**src/rtl/instr_fetch.sv**
```systemverilog
// Instruction fetch unit: on Start, reads instruction ROM at PC, latches the word into IR,
// then emits a one-cycle Done/Prox pair so R7 advances before the next fetch can start.
module instr_fetch #(
  parameter int n       = 16,
  parameter int MEM_LAT = 1
) (
  input  logic         Clock,
  input  logic         Clear,
  input  logic         Start,
  input  logic         Flush,
  input  logic [n-1:0] PC,
  input  logic [n-1:0] MemData,
  output logic [n-1:0] MemAddr,
  output logic         MemRd,
  output logic [n-1:0] IR,
  output logic         Done,
  output logic         Prox,
  output logic         Busy,
  output logic [1:0]   DbgState
);

  // Handshake: Start is a request accepted only when Busy=0 (IDLE); requests while
  // Busy=1 are dropped, never queued. Done/Prox is the single-cycle completion pulse.
  typedef enum logic [1:0] {
    IDLE  = 2'd0,
    ISSUE = 2'd1,
    WAIT  = 2'd2,
    DONE  = 2'd3
  } state_t;

  state_t         state, state_nx;
  logic [1:0]     cnt, cnt_nx;
  logic [n-1:0]   addr_nx, ir_nx;
  logic           rd_nx, done_nx;

  always_comb begin
    state_nx = state;
    cnt_nx   = cnt;
    addr_nx  = MemAddr;
    ir_nx    = IR;
    rd_nx    = 1'b0;
    done_nx  = 1'b0;
    unique case (state)
      IDLE: begin
        if (Start && !Flush) begin
          addr_nx  = PC;
          rd_nx    = 1'b1;
          state_nx = ISSUE;
        end
      end
      ISSUE: begin
        if (Flush) begin
          state_nx = IDLE;
        end else begin
          cnt_nx   = 2'(MEM_LAT - 1);
          state_nx = WAIT;
        end
      end
      WAIT: begin
        if (Flush) begin
          state_nx = IDLE;
        end else if (cnt != 2'd0) begin
          cnt_nx = cnt - 2'd1;
        end else begin
          ir_nx    = MemData;
          done_nx  = 1'b1;
          state_nx = DONE;
        end
      end
      // DONE ignores Start so the next fetch sees the PC already advanced by Prox.
      DONE: begin
        state_nx = IDLE;
      end
      default: state_nx = IDLE;
    endcase
  end

  always_ff @(posedge Clock or posedge Clear) begin
    if (Clear) begin
      state   <= IDLE;
      cnt     <= 2'd0;
      MemAddr <= '0;
      MemRd   <= 1'b0;
      IR      <= '0;
      Done    <= 1'b0;
      Prox    <= 1'b0;
    end else begin
      state   <= state_nx;
      cnt     <= cnt_nx;
      MemAddr <= addr_nx;
      MemRd   <= rd_nx;
      IR      <= ir_nx;
      Done    <= done_nx;
      Prox    <= done_nx;
    end
  end

  assign Busy     = (state != IDLE);
  assign DbgState = state;

endmodule

```
**config.mk**
```make
export PLATFORM = sky130hd
export DESIGN_NAME = instr_fetch
export DESIGN_NICKNAME = d
export VERILOG_FILES = /design/src/rtl/instr_fetch.sv
export SDC_FILE = /design/constraint.sdc
export NUM_CORES = 1
export LEC_CHECK = 0
export ABC_AREA = 0
export CORE_AREA = 2 2 59 61
export CTS_CLUSTER_DIAMETER = 80
export DETAILED_ROUTE_END_ITERATION = 10
export DIE_AREA = 0 0 61 63
export DONT_BUFFER_PORTS = 1
export SLEW_MARGIN = 5
export SYNTH_ARGS = -nofsm -noshare
export SYNTH_HDL_FRONTEND = slang
export SYNTH_SLANG_ARGS = --single-unit
```
**constraint.sdc**
```tcl
create_clock -name Clock -period 2.3 [get_ports Clock]
set_input_delay 0.115 -clock Clock [delete_from_list [all_inputs] [get_ports Clock]]
set_output_delay 0.115 -clock Clock [all_outputs]
set_load 0.02 [all_outputs]
```
* After elaboration in Yosys (flattened, before gate mapping)
Cells that the tools add are included.
** Word-level totals
- Input port bits :: 36
- Register bits :: 38
- Bits in writable memories :: 0
- Memories :: 0
- ROM bits :: 0
- Logic and storage cells :: 41
- Latch bits :: 0
- Output and inout bits :: 38
** Operators by class
- Magnitude comparators :: 0
- Equal/unequal tests :: 8
- $add $sub $neg :: 1
- Div/mod/pow operators :: 0
- Bitwise gates (word level) :: 2
- Mux-type cells :: 14
- Shift operators :: 0
- Reductions and logical operators :: 10
- Multiply operators :: 0
** Operators with widths (count)
- $mux 2 :: 7
- $ne 2x2->1 const B :: 4
- $pmux 2 s4 :: 1
- $reduce_bool 2->1 :: 3
- $mux 1 :: 5
- $eq 2x2->1 const B :: 2
- $pmux 2 s2 :: 1
- $reduce_and 2->1 :: 2
- $reduce_and 4->1 :: 1
- $ne 3x3->1 const B :: 1
- $reduce_and 3->1 :: 1
- $eq 2x1->1 const B :: 1
- $logic_not 2->1 :: 1
- $not 1->1 :: 2
- $sub 2x1->2 const B :: 1
- $logic_and 1x1->1 :: 1
- $logic_not 1->1 :: 1

* Depth between registers and ports, before layout
Gate-level depths: netlist of run 1.
- Depth in word-level cells :: 4
- Depth in mapped cells :: 6
- Gate-level depth less buffers :: 5

* Least setup slack after synthesis of run 1
No wires, ideal clock.
- Path type :: register to register
- Start :: reg cnt[0]
- End :: reg IR[0]
- Cell stages (with the launch flop) :: 7
- Clock period less this slack :: 1.641 ns
- Library setup time :: 0.125 ns
- Required time :: 2.175 ns
- Path slack :: 0.659 ns
- Path buffers :: 1
- Arrival :: 1.516 ns
- Cell sequence :: dfrtp_1 > inv_1 > ha_1 > nand2_2 > nor3_4 > buf_12 > mux2_4
** On the way
- Cells in the longest elaborated chain, start to end :: 3
** Ends and longest elaborated chain
- start, declared :: line 32 : logic [1:0] cnt, cnt_nx;
- start signal, assigned :: line 89 : cnt <= cnt_nx;
- $reduce_bool 2->1 :: line 62 : end else if (cnt != 2'd0) begin
- $not 1->1 (no source line)
- $reduce_and 3->1 (no source line)
- end signal, assigned :: line 92 : IR <= ir_nx;
- end, declared :: line 15 : output logic [n-1:0] IR,
Every way passes these cells.
A chain may end at the register's enable or synchronous reset.

* Worst setup path in the final report of run 1
- Start :: reg cnt[0]
- End :: reg IR[11]
Same word-level chain as after synthesis.

==> results list, run 1 <==
* Outcome: completed
- From bottom edge to top edge, the die measures 63 µm.
- CORE AREA: 3230 µm²
- Setup repair after global routing left no endpoint under its margin.
- The worst hold path was traced through 2 stages.
* # clock sinks: 38
* FF-to-FF Start: cnt[0]
- The H-tree was split into 2 levels.
- Detail Placement HPWL: 1.80 mm
* Worst Hold Path EP: cnt[1]
* Number of search-and-repair iterations in the first detailed-routing pass: 4
* Syn nets: 132
* Worst Path Class, Setup: flip-flop to flip-flop
* Post CTS Setup Buffer Count: 0
- Port buffering added 0 buffers.
- Worst-case clock buffer depth: 2
- In this run the most critical hold path is launched from Flush.
- Along the worst path, the maximum fanout reaches 17.
- Sequential elements use 61.2% of the synthesized area.
* Sequential cell area: 951 µm²
- Of the total power, the share spent switching nets is 36.2%.
- CTS buffer count: 5
- In this run, synthesis produced a sequential element count of 38.
- Most instantiated flip-flop cell in the synthesis netlist: sky130_fd_sc_hd__dfrtp_1
* Floorplan die area: 3840 µm²
- During synthesis, Yosys emitted a total of 0 warnings.
- In the synthesized netlist, the number of instances is 95.
- Slew Limit Fails: 0
* Switching power: 0.000787 W
- Cell Int Power: 0.00139 W
- Maximum number of pins on one net before global-route repair: 21
- For the finished layout, the period the worst path requires is 1.73 ns.
- The number of antenna diodes in the final layout is 0.
- Across the VDD grid, the largest voltage drop is 0.602 mV.
- Dividing the synthesized area by the synthesized cell count gives 16.4 µm².
- Global placement routability congestion: 0.693
- In the routed design, unresolved DRC markers number 0.
- Transition time at the pin with the least slew margin: 0.749 ns
- STA classifies the critical path startpoint as a flip-flop.
- TritonCTS built the clock tree.
- Number of antenna violations at the first check in global routing: 0
- Number of synthesized flops with an enable pin: 0
- In this run, distinct cell masters in the synthesized netlist total 23.
* Area taken by multi-input logic gates: 543 µm²
- 74 I/O pins were placed.
- Hold Violations, Final: 0
* Grt ovf: 0
* Slew headroom: 50.0%
- The setup check on the worst reg-to-reg path leaves a slack of 0.57 ns.
- Ranking of synthesized cells by area: sky130_fd_sc_hd__dfrtp_1 61%, sky130_fd_sc_hd__mux2_2 17%, sky130_fd_sc_hd__mux2_4 8.7%, sky130_fd_sc_hd__nor3_4 2.1%, sky130_fd_sc_hd__buf_12 1.3%
- Number of global-route vias before repair: 970
* Starting Density: 48.1%
- Across all hold checks on the routed design, the worst slack comes to 0.0539 ns.
- Data arrives at the worst endpoint at 1.95 ns.
* Upper clock frequency limit: 578 MHz
* Total vias in the final route: 902
* Drt first-iter violations: 26
- Area share of the largest cell type after synthesis: 61.2%
- Average detailed-routed wire length per instance: 16.1 µm
- Final critical-path share of the clock period: 75.2%
* Clock edge transition at the registers on the reported setup and hold paths: 0.10 ns
- The count of nets left with antenna violations once routing finished came out at 0.
- Of the total power, combinational logic draws 18.1%.
* Overall routed net length: 2.92 mm
- In this run the horizontal extent of the chip is 61 µm.
* Final-stage net count: 172
* Root buffer selected by CTS: sky130_fd_sc_hd__clkbuf_4
- Share of post-route cells with drive strength above 1: 35.3%
- In this run the core area contains 21 standard-cell rows.
- Summed over all cells, the static leakage comes to 0.876 nW.
* Kind of end point of the critical path: flip-flop
* Data required time of the critical path: 2.52 ns
* CTS resizes: 0
- Power per cell area: 1080 nW/µm²
* Reg2Reg Depth: 6
- Counting the fill cells in the layout gives 251.
* Total of max-cap violations: 0
* Number of placed instances, taps included: 139
- Ranked by instance count, the synthesized netlist is headed by 38 x sky130_fd_sc_hd__dfrtp_1, 23 x sky130_fd_sc_hd__mux2_2, 9 x sky130_fd_sc_hd__mux2_4.
* Worst setup skew after layout: 0.00351 ns
- Global-route wire length before repair: 4.62 mm
- End of the worst register-to-register path: IR[11]
- The count of cells in the finished layout, fillers not included, comes to 182.
* Fraction of registers with async set or reset after synthesis: 100%
- The path class of the tightest hold or removal check is primary input to flip-flop.
- Global-route total usage across every layer: 16.7%
- Cells fill 62.3% of the core in the end.
- The cell area that synthesis handed to floorplanning was 1550 µm².
- Clk_lat worst skew: 0.33 ns
* Post-synth top area cell: sky130_fd_sc_hd__dfrtp_1
- Syn-to-layout area delta: 29.6%
* Setup-failing EPs final: 0
- Most frequent cell after synthesis: sky130_fd_sc_hd__dfrtp_1
- For the final routed database, the setup TNS stands at 0 ns.
- Per report_power, the sequential group accounts for 63.2% of the total.
- In this run, post-CTS hold repair placed 35 buffers.
- Clock network power share: 18.7%
* Avg Vias per Cell: 4.96
## per-layer routing
| metal | part of all wire [%] | up-vias | global-route usage [%] | wire [µm] |
|---|---|---|---|---|
| li1 | - | 411 | - | - |
| met1 | 40 | 432 | 18.2 | 1160 |
| met2 | 49 | 55 | 26.7 | 1440 |
| met3 | 10 | 4 | 9.52 | 293 |
| met4 | 1.2 | 0 | 5.71 | 34 |
| met5 | 0 | - | 0 | 0 |
## per-stage QoR
stage | setup slack [ns] | cell area [µm²] | total power (W)
2_1_floorplan | 0.659 | 1550 | 0.00166
3_3_place_gp | 0.660 | 1590 | 0.00172
3_5_place_dp | 0.575 | 1590 | 0.00174
4_1_cts | 0.555 | 2010 | 0.00220
5_1_grt | 0.480 | 2010 | 0.00230
6_report | 0.570 | 2010 | 0.00218
## worst max-delay path by stage
| stage | start | end | slack, ns |
|---|---|---|---|
| floorplan | cnt[0] | IR[0] | 0.66 |
| CTS | cnt[0] | IR[11] | 0.55 |
| global route | cnt[0] | IR[11] | 0.48 |
| finish | cnt[0] | IR[11] | 0.57 |
| global placement | cnt[0] | IR[14] | 0.66 |
| detailed placement | cnt[0] | IR[11] | 0.58 |
## logic make-up (layout without fill, tap and decap cells)
logic type | after synthesis | count (layout) | synth area share, %
buffers and inverters | 8 | 49 | 3.86
DFF | 38 | 38 | 61.2
AOI/OAI and AO/OA | 6 | 6 | 3.14
and+or+nand+nor | 9 | 9 | 5.07
muxes | 32 | 32 | 25.4
adders and majority gates | 1 | 1 | 0.805
xor gates and xnor gates | 1 | 1 | 0.564
## power groups by stage
| stage | sequential, W | combinational, W | clock (W) |
|---|---|---|---|
| after global placement | 0.00139 | 0.000332 | 0 |
| after global routing | 0.00141 | 0.000424 | 0.000462 |
| after detailed placement | 0.00139 | 0.000350 | 0 |
| after CTS | 0.00138 | 0.000396 | 0.000423 |
| after floorplan | 0.00133 | 0.000333 | 0 |
| final | 0.00138 | 0.000393 | 0.000406 |
## registers in the layout, indices dropped and copies added, names as in the netlist
signal / flops
IR: 16
MemAddr: 16
DbgState: 2
cnt: 2
MemRd: 1
Prox: 1
## worst max-delay path, cell delays in order (launching register included)
cell and delay [ns]:
sky130_fd_sc_hd__dfrtp_1 0.42, sky130_fd_sc_hd__inv_1 0.07, sky130_fd_sc_hd__ha_1 0.23, sky130_fd_sc_hd__nand2_2 0.10, sky130_fd_sc_hd__nor3_4 0.12, sky130_fd_sc_hd__buf_4 0.29, sky130_fd_sc_hd__mux2_2 0.37
## placed cells by master (no fill, tap or decap), types with 2 or more instances in the layout
cell / instances
sky130_fd_sc_hd__clkbuf_4: 5
sky130_fd_sc_hd__dlygate4sd3_1: 35
sky130_fd_sc_hd__mux2_4: 9
sky130_fd_sc_hd__clkbuf_8: 3
sky130_fd_sc_hd__mux2_2: 23
sky130_fd_sc_hd__buf_4: 3
sky130_fd_sc_hd__a22o_1: 2
sky130_fd_sc_hd__inv_1: 3
sky130_fd_sc_hd__dfrtp_1: 38
sky130_fd_sc_hd__nor3_4: 2
## area by class of cell
class	instances	area share, %
sequential	38	47.2
multi-input combinational	49	27.0
timing repair buffer	38	18.5
clock buffer	8	3.91
tap	46	2.86
inverter	3	0.559
No activity file was read; power rests on OpenSTA's default activity.
==> run 2, diff against run 1 <==
Settings changed: ABC_AREA 0 to 1, PLACE_DENSITY set to 0.66.
Clock period 2.3 ns to 1.5 ns, I/O delays scaled along.
==> run 2 against run 1 <==
Effect of this change: worst hold slack got worse by 0.043 ns; setup slack got worse by 0.37 ns; area after synthesis decreased by 0.89%; highest routed layer unchanged; critical path type unchanged; power increased by 47%.
==> results list, run 2 <==
* Lkg Pwr: 1.07 nW (+22%)
- Number of diodes added for antenna fixing: 0 (unchanged)
- The slew at the pin with the worst max-slew slack was 0.463 ns (-0.286 ns).
- The path class of the tightest hold or removal check is primary input to flip-flop.
* Post-route worst hold slack: 0.0112 ns (-0.0427 ns)
* Overall routed net length: 3.41 mm (+17%)
- The total routed wire length on the met1 layer came to 1.36 mm (+18%).
- The part of the total power dissipated in sequential elements came to 65.1% (+1.9 points).
- STA classifies the critical path startpoint as a flip-flop.
* Average instance area after synthesis: 9.01 µm² (-45%)
- Hold Violations, Final: 0 (unchanged)
- The number of buffers on the longest clock path is 2 (unchanged).
- Commonest non-fill, non-tap cell in the layout: sky130_fd_sc_hd__nand2_1
- Cell area after placement: 1600 µm² (+0.63%)
* Final critical-path share of the clock period: 86.5% (+11 points)
- Total of max-cap violations: 0 (unchanged)
- H-tree depth: 2 (unchanged)
- In the post-synthesis netlist, the cell with the most instances is sky130_fd_sc_hd__nand2_1.
- Area taken by multi-input logic gates: 497 µm² (-8.5%)
- The share of synthesized registers carrying an async set or reset was 100% (unchanged).
- Routed length on met3: 181 µm (-38%)
- Count of yosys warnings during synthesis: 0 (unchanged)
- The biggest area contributor in the post-synthesis netlist is sky130_fd_sc_hd__dfrtp_1.
- Slew Limit Fails: 0 (unchanged)
* Unrepaired setup endpoints after global routing: false
* Max Used Layer: met4
- Share of post-route cells with drive strength above 1: 9.86% (-25 points)
- Top Ports: 74 (unchanged)
* Dpl ws: 0.248 ns (-0.327 ns)
- Post CTS Setup Buffer Count: 0 (unchanged)
* Number of input and output port buffers inserted: 0 (unchanged)
* Count of cells along the worst hold path: 3 (+1)
- Netlist area before placement: 1540 µm² (-0.89%)
- Detail Placement HPWL: 2.24 mm (+24%)
- Most instantiated flip-flop cell in the synthesis netlist: sky130_fd_sc_hd__dfrtp_1
- Kind of end point of the critical path: flip-flop
* CORE AREA: 3230 µm² (unchanged)
- Synthesized instance count: 171 (+80%)
- The largest net degree at the start of global routing was 39 (+86%).
- Largest vdd supply drop: 0.800 mV (+33%)
- Crit-path max FO: 16 (-1)
- Worst setup skew after layout: 0.00728 ns (+0.00378 ns)
- The run finished with clean final reports.
- The register area share after synthesis is 61.7% (+0.55 points).
- The endpoint arrival time on the critical path was 1.58 ns (-0.37 ns).
- CTS buffer count: 5 (unchanged)
- The count of clock tree sinks was 38 (unchanged).
- Total vias in the final route: 1246 (+38%)
* Number of global-route vias before repair: 1338 (+38%)
- The standard-cell row count is 21 (unchanged).
- The final worst-path setup slack came to 0.203 ns (-0.367 ns).
- The endpoint required time on the critical path came to 1.79 ns (-0.73 ns).
- Number of filler instances in the final layout: 267 (+6.4%)
- The internal portion of total power came to 0.00184 W (+33%).
- The die outline area was 3840 µm² (unchanged).
* Most used standard cells in the synthesized netlist: 86 x sky130_fd_sc_hd__nand2_1, 38 x sky130_fd_sc_hd__dfrtp_1, 19 x sky130_fd_sc_hd__nand3_1
- Post-route setup TNS: 0 ns (unchanged)
- The worst-skew pair later-pin latency came to 0.34 ns (about the same).
- The total nets after synthesis came to 208 (+58%).
- The number of cells on the worst reg-to-reg path is 7 (+1).
- The final number of setup-violating endpoints came to 0 (unchanged).
* Number of antenna violations at the first check in global routing: 0 (unchanged)
- Largest registers: IR x16, MemAddr x16
- The total DRC errors in the routed layout is 0 (unchanged).
- Area of all placed cells without fillers: 2000 µm² (-0.75%)
* Syn-to-layout area delta: 29.8%
* Number of synthesized register bits: 38 (unchanged)
- The number of DRC markers in iteration 0 is 74 (+180%).
- The post-layout minimum cycle time came to 1.30 ns (-0.433 ns).
- The clock network fraction of design power was 17.4% (-1.3 points).
- The global-route wire length before repair is 5.72 mm (+24%).
* Global-route total usage across every layer: 20.1% (+3.3 points)
- Area share of the largest cell type after synthesis: 61.7% (+0.55 points)
* Number of search-and-repair iterations in the first detailed-routing pass: 4 (unchanged)
- The effective utilization at floorplan is 47.7% (-0.43 points).
- Avg Vias per Cell: 4.81 (-2.9%)
- The routed wire length per instance was 13.2 µm (-18%).
* Final core utilization: 61.9% (-0.46 points)
- The horizontal extent of the die came to 61 µm (unchanged).
- The net switching power of the design is 0.00136 W (+72%).
- The cell area power density is 1600 nW/µm² (+48%).
- Post-route ant nets: 0 (unchanged)
* Met2 wire length: 1.78 mm (+24%)
* Final-stage net count: 249 (+45%)
- In the layout the commonest cells are 86 x sky130_fd_sc_hd__nand2_1, 38 x sky130_fd_sc_hd__dfrtp_1, 34 x sky130_fd_sc_hd__dlygate4sd3_1, 19 x sky130_fd_sc_hd__nand3_1, 10 x sky130_fd_sc_hd__inv_1.
* Combinational cell fraction of total power: 17.5% (-0.6 points)
* Number of synthesized flops with an enable pin: 0 (unchanged)
- Global placement routability congestion: 0.674 (-2.8%)
* Clock edge transition at the registers on the reported setup and hold paths: 0.11 ns (about the same)
* Grt ovf: 0 (unchanged)
- The worst slew margin relative to its limit is 69.1% (+19 points).
- Ranking of synthesized cells by area: sky130_fd_sc_hd__dfrtp_1 62%, sky130_fd_sc_hd__nand2_1 21%, sky130_fd_sc_hd__nand3_1 6.2%, sky130_fd_sc_hd__inv_1 2.4%, sky130_fd_sc_hd__buf_6 1.5%
- Vertical die dimension: 63 µm (unchanged)
* Upper clock frequency limit: 771 MHz (+33%)
* Sequential cell area: 951 µm² (unchanged)
* TritonCTS clock tree: built
- Root buffer selected by CTS: sky130_fd_sc_hd__clkbuf_4
- The worst setup path is of the flip-flop to flip-flop kind.
- The post-synthesis cell type count is 15 (-35%).
* Switching share of total power: 42.4% (+6.2 points)
==> run 2: cell count changes after synthesis, moves of 7 or more <==
| cell | before | now |
|---|---|---|
| sky130_fd_sc_hd__mux2_2 | 23 | 0 |
| sky130_fd_sc_hd__nand2_1 | 1 | 86 |
| sky130_fd_sc_hd__inv_1 | 3 | 10 |
| sky130_fd_sc_hd__nand3_1 | 0 | 19 |
| sky130_fd_sc_hd__mux2_4 | 9 | 0 |
==> run 2: path summary, 6_finish.rpt <==
kind,start,to,slack (ns)
max,cnt[0],IR[3],0.20
max in group asynchronous,Clear,MemAddr[4],0.88
min in group asynchronous,Clear,MemAddr[6],0.29
min reg2reg,cnt[1],cnt[1],0.55
max reg2reg,cnt[0],IR[3],0.20
min,Flush,DbgState[0],0.01
==> run 2: power groups by stage <==
stage	Clock (W)	Sequential [W]	Combinational, W
2_1_floorplan	0	0.00204	0.000396
3_3_place_gp	0	0.00209	0.000456
3_5_place_dp	0	0.00210	0.000492
4_1_cts	0.000579	0.00209	0.000564
5_1_grt	0.000636	0.00213	0.000663
6_report	0.000556	0.00208	0.000560
==> run 2: per-layer routing <==
metal	vias up	track usage, %
met3	9	4.14
met4	0	10.1
met1	586	20.9
li1	606	-
met2	45	36.2
met5	-	0
==> run 2: what timing repair did <==
| item | CTS | global route |
|---|---|---|
| hold buffers | 34 | 0 |
| gates resized for setup | 0 | 0 |
| setup endpoints to repair | 0 | 0 |
| endpoints found under the hold margin | 74 | 0 |
==> run 2: cell families after synthesis <==
| logic type | after synthesis | synth area share [%] |
|---|---|---|
| fa+ha+maj | 1 | 0.812 |
| buf+inv | 18 | 6.01 |
| flops | 38 | 61.7 |
| simple gates | 114 | 31.4 |
==> run 2: cell type report <==
| cell class | instances | area share (%) |
|---|---|---|
| Clock buffer | 6 | 2.57 |
| Timing Repair Buffer | 40 | 19.3 |
| Inverter | 12 | 2.25 |
| Multi-Input combinational cell | 115 | 24.8 |
| Clock inverter | 2 | 0.626 |
| Tap cell | 46 | 2.88 |
| Sequential cell | 38 | 47.6 |
==> run 2: per-stage QoR <==
step,cells,power (W)
finish,259,0.00320
CTS,259,0.00323
global placement,217,0.00255
floorplan,171,0.00244
detailed placement,217,0.00260
global route,259,0.00343
==> run 2: critical path, cell delays in order, from the launching register on <==
cell and delay, ns:
sky130_fd_sc_hd__dfrtp_1 0.40, sky130_fd_sc_hd__inv_1 0.08, sky130_fd_sc_hd__ha_1 0.17, sky130_fd_sc_hd__inv_1 0.07, sky130_fd_sc_hd__nor2_4 0.11, sky130_fd_sc_hd__buf_4 0.22, sky130_fd_sc_hd__nand3_1 0.10, sky130_fd_sc_hd__nand2_1 0.08
==> run 3, diff against run 2 <==
Settings changed: CTS_CLUSTER_SIZE set to 20, SETUP_SLACK_MARGIN set to 0.4.
==> run 3 against run 2 <==
Effect of this change: register-to-register slack gained 0.08 ns; highest routed layer unchanged; clock power fell by 8.5%; die area unchanged; final cell count increased by 6.9%; critical path depth is 1 lower; sequential cell count is the same; setup slack gained 0.078 ns; power up 5.5%; first-iteration DRC count decreased by 49%; largest power group unchanged; worst hold slack improved by 0.029 ns; largest cell class unchanged; critical endpoint is now MemAddr[9]; fmax is 6.4% higher.
==> results list, run 3 (same netlist as run 2, synthesis figures left out) <==
- Post-route ant nets: 0 (unchanged)
- Worst-path cell chain: nor2_4 > buf_12 > nand2_8 > clkinv_8 > nand2_2 > nand2_2
- The depth of the CTS H-tree was 2 (unchanged).
* Clock edge transition at the registers on the reported setup and hold paths: 0.11 ns (about the same)
- The first-pass iteration count of the detailed router is 4 (unchanged).
- Vertical die dimension: 63 µm (unchanged)
* CORE AREA: 3230 µm² (unchanged)
- Avg Vias per Cell: 5.04 (+4.8%)
* Number of remaining DRC errors: 0 (unchanged)
* Lkg Pwr: 1.22 nW (+14%)
- Global-route total usage across every layer: 24.4% (+4.4 points)
* Worst-case clock buffer depth: 2 (unchanged)
* Starting Density: 47.7% (unchanged)
* Top cell by count, worst path: sky130_fd_sc_hd__nand2_2
- The number of CTS-inserted buffers was 5 (unchanged).
- The achievable frequency is 820 MHz (+6.4%).
* Max stage delay on crit path: 0.52 ns (+0.12 ns)
* Number of global-route vias before repair: 1526 (+14%)
- Top Ports: 74 (unchanged)
- Global-route wire length before repair: 6.80 mm (+19%)
* Power per cell area: 1450 nW/µm² (-9.3%)
- The area growth from synthesis to layout is 51.0%.
* Final-stage net count: 267 (+7.2%)
- The routability congestion estimate from global placement was 0.702 (+4.1%).
- Outcome: completed
* Slew Limit Fails: 0 (unchanged)
* Top library cells by usage in the layout, fill and taps aside: 65 x sky130_fd_sc_hd__nand2_1, 36 x sky130_fd_sc_hd__dfrtp_1, 34 x sky130_fd_sc_hd__dlygate4sd3_1, 17 x sky130_fd_sc_hd__nand2_2, 14 x sky130_fd_sc_hd__nand3_1
- Crit-path max FO: 8 (-8)
- The number of hold violations in the final report was 0 (unchanged).
- The switching portion of total power was 43.8% (+1.4 points).
- The worst-skew pair later-pin latency came to 0.35 ns (about the same).
- TritonCTS built the clock tree.
* Number of diodes added for antenna fixing: 0 (unchanged)
- Worst setup skew after layout: 0.0104 ns (+0.00315 ns)
- The leftover overflow at the end of global routing is 0 (unchanged).
- The number of antenna violations at the first check in global routing is 0 (unchanged).
* Floorplan die area: 3840 µm² (unchanged)
- The net switching power of the design was 0.00148 W (+8.9%).
* Shortest clock period the worst path allows after layout: 1.22 ns (-0.0777 ns)
* Setup-failing EPs final: 0 (unchanged)
- Largest vdd supply drop: 0.813 mV (+1.6%)
- Maximum number of pins on one net before global-route repair: 39 (unchanged)
- The count of input and output buffers came to 0 (unchanged).
- Drt first-iter violations: 38 (-49%)
- # clock sinks: 38 (unchanged)
- CP arrival: 1.51 ns (-0.07 ns)
- Final core utilization: 72.0% (+10 points)
* Total of max-cap violations: 0 (unchanged)
- In the final layout, the registers with the most flip-flops are IR x16, MemAddr x16.
- The total wire length after detailed routing was 4.37 mm (+28%).
- Final cell count without fillers: 277 (+6.9%)
- Leaving out fill and tap cells, the most frequent cell in the layout is sky130_fd_sc_hd__nand2_1.
* Clock network power share: 15.1% (-2.3 points)
* Slew headroom: 48.5% (-21 points)
* Share of post-route cells with drive strength above 1: 30.3% (+20 points)
* Class of the tightest hold or removal check: primary input to flip-flop
- Unrepaired setup endpoints after global routing: true
* Combinational cell fraction of total power: 22.5% (+5.0 points)
- The slew at the pin with the worst max-slew slack was 0.769 ns (+0.306 ns).
- Chip Width: 61 µm (unchanged)
- The final period utilization came to 81.3% (-5.2 points).
- The routed wire length per instance is 15.8 µm (+20%).
- Post-route setup TNS: 0 ns (unchanged)
* Cell Int Power: 0.00190 W (+3.1%)
- Crit path launch type: flip-flop
* Detail Placement HPWL: 2.22 mm (-0.60%)
* Standard-cell rows: 21 (unchanged)
- The post-placement cell count came to 214 (-1.4%).
- The number of vias after detailed routing came to 1396 (+12%).
- The worst setup path is captured at a flip-flop.
* Data required time of the critical path: 1.79 ns (about the same)
- Root buffer selected by CTS: sky130_fd_sc_hd__clkbuf_4
- Critical path's slowest cell: sky130_fd_sc_hd__dfrtp_2
- The critical path is of the flip-flop to flip-flop type.
- Sequential fraction of design power: 62.4% (-2.7 points)
-- run 3: timing repair --
item | in CTS | in global routing
hold buffers | 34 | 0
pin swaps | 15 | 12
hold endpoints to repair | 73 | 0
setup buffers | 12 | 2
resized for setup | 31 | 24
cloned | 7 | 0
endpoints found under the setup margin | 38 | 39
-- run 3: path summary, 6_finish.rpt --
path / start / endpoint / slack (ns) / depth (start not counted)
worst min register to register: IR[14] / IR[14] / 0.62 / 2
worst max register to register: DbgState[0] / MemAddr[9] / 0.28 / 6
max in group asynchronous: Clear / DbgState[1] / 0.87 / 3
worst max-delay path: DbgState[0] / MemAddr[9] / 0.28 / 6
worst min-delay path: Flush / DbgState[0] / 0.04 / 4
min in group asynchronous: Clear / MemAddr[0] / 0.26 / 3
-- run 3: metal layers --
metal | wire, µm | global-route usage, %
met4 | 89 | 9.51
met3 | 218 | 7.45
met5 | 0 | 0
met1 | 1590 | 25.7
met2 | 2470 | 43.7
-- run 3: power groups by stage --
stage	Combinational [W]	Sequential [W]	Clock [W]
floorplan	0.000402	0.00204	0
global placement	0.000434	0.00211	0
detailed placement	0.000464	0.00212	0
CTS	0.000703	0.00211	0.000522
global route	0.000852	0.00216	0.000580
finish	0.000760	0.00211	0.000509
-- run 3: area by class of cell --
cell class	instances	area (µm²)
sequential	38	953
fill	237	906
multi-input combinational	119	671
timing repair buffer	52	507
inverter	12	57.6
tap	46	57.6
clock buffer	7	45.0
timing repair inverter	2	27.5
clock inverter	1	7.51
-- run 3: critical path, delay by kind of cell (launching register included) --
kind                   cells  cell delay (ns)
and+or+nand+nor            4             0.37
buffers and inverters      2             0.26
DFF                        1             0.52
-- run 3: through the flow --
| stage | hold WS (ns) | setup slack (ns) | total power (W) | area, µm² |
|---|---|---|---|---|
| final | 0.0404 | 0.281 | 0.00337 | 2330 |
| after global routing | 0.0113 | 0.221 | 0.00359 | 2330 |
| after CTS | 0.0150 | 0.288 | 0.00333 | 2220 |
| after detailed placement | 0.103 | 0.178 | 0.00259 | 1580 |
| after global placement | 0.0955 | 0.238 | 0.00255 | 1580 |
| after floorplan | 0.185 | 0.257 | 0.00244 | 1550 |
